--- src/rtl/fetch_ifid_stage.sv ---
// LEGv8 instruction fetch unit with IF/ID pipeline register.
// Keeps at most one memory request outstanding and handles decode stalls and branch redirects.
module fetch_ifid_stage #(
    parameter int              N        = 64,
    parameter logic [N-1:0]    RESET_PC = '0
) (
    input  logic          clk,
    input  logic          reset,
    output logic          imem_req,
    output logic [N-1:0]  imem_addr,
    input  logic [31:0]   imem_rdata,
    input  logic          imem_valid,
    input  logic          stall_i,
    input  logic          redirect_i,
    input  logic [N-1:0]  redirect_pc,
    output logic [31:0]   ifid_instr,
    output logic [N-1:0]  ifid_pc,
    output logic          ifid_valid
);

    typedef enum logic [1:0] {IDLE, FETCH, HOLD, DROP} state_t;

    state_t        state, state_n;
    logic [N-1:0]  pc, pc_n, addr, addr_n, hold_pc, hold_pc_n, ifid_pc_n;
    logic [31:0]   hold_instr, hold_instr_n, ifid_instr_n;
    logic          ifid_valid_n;
    logic [N-1:0]  target, addr_inc;
    logic          unused_pc_bits;

    assign target         = {redirect_pc[N-1:2], 2'b00};
    assign addr_inc       = addr + {{(N-3){1'b0}}, 3'd4};
    assign unused_pc_bits = ^redirect_pc[1:0];
    assign imem_req       = (state == FETCH) || (state == DROP);
    assign imem_addr      = addr;

    always_ff @(posedge clk or negedge reset) begin
        if (!reset) begin
            state      <= IDLE;
            pc         <= RESET_PC;
            addr       <= RESET_PC;
            hold_pc    <= '0;
            hold_instr <= '0;
            ifid_pc    <= '0;
            ifid_instr <= '0;
            ifid_valid <= 1'b0;
        end else begin
            state      <= state_n;
            pc         <= pc_n;
            addr       <= addr_n;
            hold_pc    <= hold_pc_n;
            hold_instr <= hold_instr_n;
            ifid_pc    <= ifid_pc_n;
            ifid_instr <= ifid_instr_n;
            ifid_valid <= ifid_valid_n;
        end
    end

    always_comb begin
        state_n      = state;
        pc_n         = pc;
        addr_n       = addr;
        hold_pc_n    = hold_pc;
        hold_instr_n = hold_instr;
        ifid_pc_n    = ifid_pc;
        ifid_instr_n = ifid_instr;
        ifid_valid_n = ifid_valid;

        if (redirect_i) begin
            // A request still in flight must be drained before the new target is issued.
            ifid_valid_n = 1'b0;
            pc_n         = target;
            if ((state == FETCH || state == DROP) && !imem_valid) begin
                state_n = DROP;
            end else begin
                state_n = FETCH;
                addr_n  = target;
            end
        end else begin
            case (state)
                IDLE: begin
                    state_n = FETCH;
                    addr_n  = pc;
                end
                FETCH: begin
                    if (imem_valid) begin
                        if (!stall_i) begin
                            ifid_instr_n = imem_rdata;
                            ifid_pc_n    = addr;
                            ifid_valid_n = 1'b1;
                            pc_n         = addr_inc;
                            addr_n       = addr_inc;
                        end else begin
                            hold_instr_n = imem_rdata;
                            hold_pc_n    = addr;
                            pc_n         = addr_inc;
                            state_n      = HOLD;
                        end
                    end else if (!stall_i) begin
                        ifid_valid_n = 1'b0;
                    end
                end
                HOLD: begin
                    if (!stall_i) begin
                        ifid_instr_n = hold_instr;
                        ifid_pc_n    = hold_pc;
                        ifid_valid_n = 1'b1;
                        addr_n       = pc;
                        state_n      = FETCH;
                    end
                end
                DROP: begin
                    if (imem_valid) begin
                        addr_n  = pc;
                        state_n = FETCH;
                    end
                end
                default: state_n = IDLE;
            endcase
        end
    end

endmodule

--- config.mk ---
export PLATFORM = sky130hd
export DESIGN_NAME = fetch_ifid_stage
export DESIGN_NICKNAME = d
export VERILOG_FILES = /design/src/rtl/fetch_ifid_stage.sv
export SDC_FILE = /design/constraint.sdc
export NUM_CORES = 1
export LEC_CHECK = 0
export BUFFER_PORTS_ARGS = -buffer_cell sky130_fd_sc_hd__buf_4
export CORE_ASPECT_RATIO = 1.4
export CORE_MARGIN = 2
export CORE_UTILIZATION = 55
export CTS_CLUSTER_DIAMETER = 200
export DETAILED_ROUTE_END_ITERATION = 8
export PLACE_DENSITY = 0.78
export SYNTH_ARGS = -nofsm -noshare
export SYNTH_HDL_FRONTEND = slang
export SYNTH_SLANG_ARGS = --single-unit
--- constraint.sdc ---
create_clock -name clk -period 6.9 [get_ports clk]
set_input_delay 0 -clock clk [delete_from_list [all_inputs] [get_ports clk]]
set_output_delay 0 -clock clk [all_outputs]
set_load 0.01 [all_outputs]
* After elaboration in Yosys (flattened, before gate mapping)
Index checks and enable logic that the tools add are counted.
** Word-level totals
- Input bits :: 101
- Bits in registers :: 323
- Logic and storage cells :: 67
- Output and inout bits :: 162
** Operators by class
- Reductions and logical operators :: 14
- Equal/unequal tests :: 13
- $add $sub $neg :: 1
- Multiplexer cells :: 30
- Bitwise operators :: 1
** Operators by type and width (count)
- $mux W64 :: 12
- $pmux W64 S4 :: 1
- $pmux W64 S2 :: 1
- $mux W32 :: 3
- $add A64 B3 Y64 const B :: 1
- $pmux W32 S2 :: 1
- $ne A3 B3 Y1 const B :: 5
- $mux W2 :: 6
- $reduce_and A5 Y1 :: 2
- $ne A2 B2 Y1 const B :: 4
- $pmux W2 S4 :: 1
- $reduce_and A4 Y1 :: 2
- $reduce_bool A2 Y1 :: 3
- $eq A2 B2 Y1 const B :: 2
- $mux W1 :: 4
- $ne A4 B4 Y1 const B :: 1
- $reduce_and A2 Y1 :: 2
- $reduce_bool A3 Y1 :: 1
- $eq A2 B1 Y1 const B :: 1
- $logic_not A2 Y1 :: 1
- $pmux W1 S2 :: 1
- $logic_and A1 B1 Y1 :: 1
- $logic_not A1 Y1 :: 1
- $logic_or A1 B1 Y1 :: 1
- $not A1 Y1 :: 1

* Longest topological paths before layout
- Depth in word-level cells :: 5
- Mapped depth :: 10
- Mapped depth without buffers :: 8

* Least setup slack after synthesis
No wires, ideal clock.
- Path type :: register -> register
- From :: register addr[3] (netlist: imem_addr[3])
- To :: register pc[46]
- Required time :: 6836 ps
- Cell stages (with the launch flop) :: 10
- Library setup time :: 64 ps
- Path buffers :: 2
- Arrival time :: 2643 ps
- Slack :: 4193 ps
- Clock period less this slack :: 2707 ps
- Cell sequence :: dfrtp_1 ha_1 nand3_1 or2_2 buf_2 or4_1 buf_2 or4_1 a311oi_1 a21o_1
** Between the ends
- Word-level cells in the longest chain between the ends :: 4
** Ends and longest elaborated chain
- from (decl) :: RTL line 24 : logic [N-1:0] pc, pc_n, addr, addr_n, hold_pc, hold_pc_n, ifid_pc_n;
- from (signal assigned) :: RTL line 49 : addr <= addr_n;
- $add A64 B3 Y64 :: RTL line 31 : assign addr_inc = addr + {{(N-3){1'b0}}, 3'd4};
- $mux W64 :: RTL line 85 : if (imem_valid) begin
- $mux W64 :: RTL line 79 : case (state)
- $mux W64 :: RTL line 68 : if (redirect_i) begin
- to (signal assigned) :: RTL line 48 : pc <= pc_n;
- to (decl) :: RTL line 24
Every way passes these cells. The select of a mux whose other input is x is not followed.
A chain may end at the register's enable or synchronous reset.

* Worst setup path in the final report
- From :: register state[1]
- To :: register hold_instr[11]
** Between the ends
- Word-level cells in the longest chain between the ends :: 2
** Ends and longest elaborated chain
- from (decl) :: RTL line 23 : state_t state, state_n;
- from (signal assigned) :: RTL line 47 : state <= state_n;
- $eq A2 B1 Y1 :: RTL line 79
- $reduce_and A4 Y1 (no source line)
- to (signal assigned) :: RTL line 51 : hold_instr <= hold_instr_n;
- to (decl) :: RTL line 25 : logic [31:0] hold_instr, hold_instr_n, ifid_instr_n;
Every way passes these cells.

==> results.json <==
{
  "status": "complete, no violations",
  "crit_chain": "inv_1, ha_1, buf_4, nor2b_2, nand3_4, buf_4, mux2_2",
  "cts_htree_levels": 1,
  "end_kind": "flip-flop",
  "grt_pass1_wl_um": 75100,
  "synth.distinct_cells": 61,
  "grt_pass1_vias": 14300,
  "worstSetupPathType": "flip-flop to flip-flop",
  "cp_slowest_cell": "nand3_4",
  "p_switching_mw": 3.28,
  "synth_edf_count": 0,
  "maxCapViolCount": 0,
  "cp.arrival_ps": 4350,
  "final_cells": 2371,
  "tns_ps": 0,
  "post-route-min-period_ps": 3900,
  "dr.first_iter.drc_count": 1235,
  "cts.sinks": 323,
  "power_mw": 8.55,
  "die_height_um": 208,
  "cts_resized": 0,
  "cts_tree": "yes",
  "final_cell_mix": "dfrtp_1, buf_4, nand2_1",
  "place_inst": 2202,
  "layout_setup_ws_ps": 3000,
  "swShare_pct": 38.3,
  "detail_route.wl_per_cell_um": 19.9,
  "critical_path.top_delay_family": "simple AND/OR/NAND/NOR gates",
  "synth_top_area_share_pct": 49.4,
  "place_congestion": 0.868,
  "drt.antenna.violating_nets": 0,
  "mostFrequentLayoutCell": "dfrtp_1",
  "cts_buffer_depth": 3,
  "vias_per_cell": 6.04,
  "rsz0062_at_grt": "no",
  "syn_area_mm2": 0.0164,
  "ios": 263,
  "p_leak_nw": 8.94,
  "routed_wl_um": 47300,
  "initial_core_util_pct": 55.9,
  "cp_data_required_time_ps": 7350,
  "synthCells": 1696,
  "fillers": 2144,
  "clk_pin_slew_ps": 70,
  "min_path_type": "primary input to asynchronous set/reset pin",
  "cts_root_buffer": "clkbuf_16",
  "crit_top_cell": "buf_4",
  "critPathMaxStageDelay_ps": 910,
  "slew_viol_final": 0,
  "detail_route.first_pass.iterations": 5,
  "irDropWorstVdd_v": 0.000261,
  "yosysTopAreaCell": "dfrtp_1",
  "pre_cts_slack_ps": 3090,
  "crit_fanout": 65,
  "clock_power_share_pct": 21.6,
  "synth_seq_area_share_pct": 49.4,
  "die_area_mm2": 0.0312,
  "core_mm2": 0.0293,
  "synth_warnings": 0,
  "hold_viol_final": 0,
  "dp_hpwl_um": 29900,
  "drc": 0,
  "synthesis.nets": 1801,
  "ys_seq_elements": 323,
  "rows": 74,
  "critical_path_buf_inv_count": 3,
  "antenna_found_initial": 2,
  "grt_max_degree": 140,
  "synth_area_leaders": "dfrtp_1, o21ai_0, mux2i_1",
  "yosys_most_used_dff": "dfrtp_1",
  "cts_setup_buffers": 0,
  "skew_ps": 12.0,
  "worst_slew_pin_slew_ps": 1240,
  "io_buffers": 260,
  "syn_to_final_growth_pct": 26.0,
  "worst_setup_path_start_kind": "flip-flop",
  "setup_viol": 0,
  "synth_area_per_cell_um2": 9.65,
  "grt_overflow_total": 0,
  "max_clock_freq_ghz": 0.256,
  "combPwrFrac_pct": 37.4,
  "groute.usage.overall_pct": 30.0,
  "finalCritPeriodShare_pct": 56.5,
  "power.density_mw_per_mm2": 415,
  "internal_power_mw": 5.27,
  "drive_gt1_share_pct": 22.1,
  "maxSlewHeadroom_pct": 16.4,
  "p_seq_share_pct": 41.0,
  "nets": 2071,
  "die_x_um": 150,
  "clkLatencyLatePin_ps": 570,
  "async_reset_ff_share_pct": 100,
  "cts_hold_buffers": 111,
  "cts_made_buffers": 31,
  "vias": 14300
}
## cell families after synthesis
kind of cell | Yosys count | share of synthesized area [%]
xor gates and xnor gates | 45 | 2.41
adders and majority gates | 4 | 0.306
muxes | 198 | 12.8
and+or+nand+nor | 514 | 14.7
buffers and inverters | 167 | 4.06
DFF | 323 | 49.4
AOI/OAI and AO/OA | 445 | 16.4
## per-layer routing
| metal | part of all wire [%] | GRT usage [%] |
|---|---|---|
| met1 | 39 | 36.9 |
| met2 | 51 | 51.3 |
| met3 | 6.4 | 4.08 |
| met4 | 4.4 | 14.7 |
| met5 | 0 | 0 |
## final timing paths
check / startpoint / to / slack, ps / cells past startpoint
min: reset / ifid_pc[42] / 80 / 2
min reg2reg: ifid_pc[2] / ifid_pc[2] / 480 / 2
max reg2reg: state[1] / hold_instr[11] / 3000 / 7
max: state[1] / hold_instr[11] / 3000 / 7
min in group clk: redirect_pc[46] / pc[46] / 200 / 3
max in group asynchronous: reset / ifid_instr[9] / 5230 / 3
## cell type report
cell class,count,area [um2],area share [%]
Clock inverter,11,189,0.916
Antenna cell,2,5.00,0.0243
Timing Repair Buffer,388,3210,15.6
Clock buffer,45,908,4.40
Multi-Input combinational cell,1206,7690,37.3
Tap cell,380,475,2.31
Sequential cell,323,8080,39.2
Inverter,16,60.1,0.291
## power by group through the flow
stage                     combinational [mW]  clock [mW]  sequential [mW]
after CTS                               3.19        1.86             3.49
after global routing                    3.52        1.94             3.61
final                                   3.20        1.84             3.51
after global placement                  3.01           0             3.47
after floorplan                         1.95           0             3.31
after detailed placement                3.11           0             3.52
## registers in the layout (all words and copies together) (netlist names)
name	flops
hold_instr	32
hold_pc	64
ifid_instr	32
ifid_pc	64
ifid_valid	1
imem_addr	64
pc	64
state	2
## metrics by stage
stage	hold WS [ps]	util [%]	cell area [um2]
finish	77.9	70.5	20600
floorplan	-296	-	16400
detailed placement	121	62.9	18400
global route	163	70.5	20600
global placement	121	62.9	18400
CTS	116	70.5	20600
## Yosys cell counts, types with 5 or more instances
library cell	n
a211oi_1	5
a21boi_0	6
a21o_1	14
a21oi_1	60
a222oi_1	7
a22o_1	24
a22oi_1	15
a311oi_1	5
a31oi_1	14
and3_1	18
and4_1	5
buf_1	16
buf_2	20
clkbuf_1	112
dfrtp_1	323
inv_1	16
mux2_2	85
mux2i_1	113
nand2_1	239
nand3_1	34
nand4_1	13
nor2_1	102
nor3_1	26
nor3b_1	11
nor4_1	17
o21ai_0	228
o22ai_1	8
o2bb2ai_1	18
o31a_1	7
o31ai_1	19
or2_2	5
or3_1	9
or4_1	8
xnor2_1	35
xor2_1	10
## worst register-to-register path: cells and delay by family, from the launching register on
family / cells / cell delay [ps]
muxes: 1 / 370
adders and majority gates: 1 / 140
buffers and inverters: 3 / 1070
and+or+nand+nor: 2 / 1750
DFF: 1 / 450
Note: power is estimated with default switching activity, not from simulation.
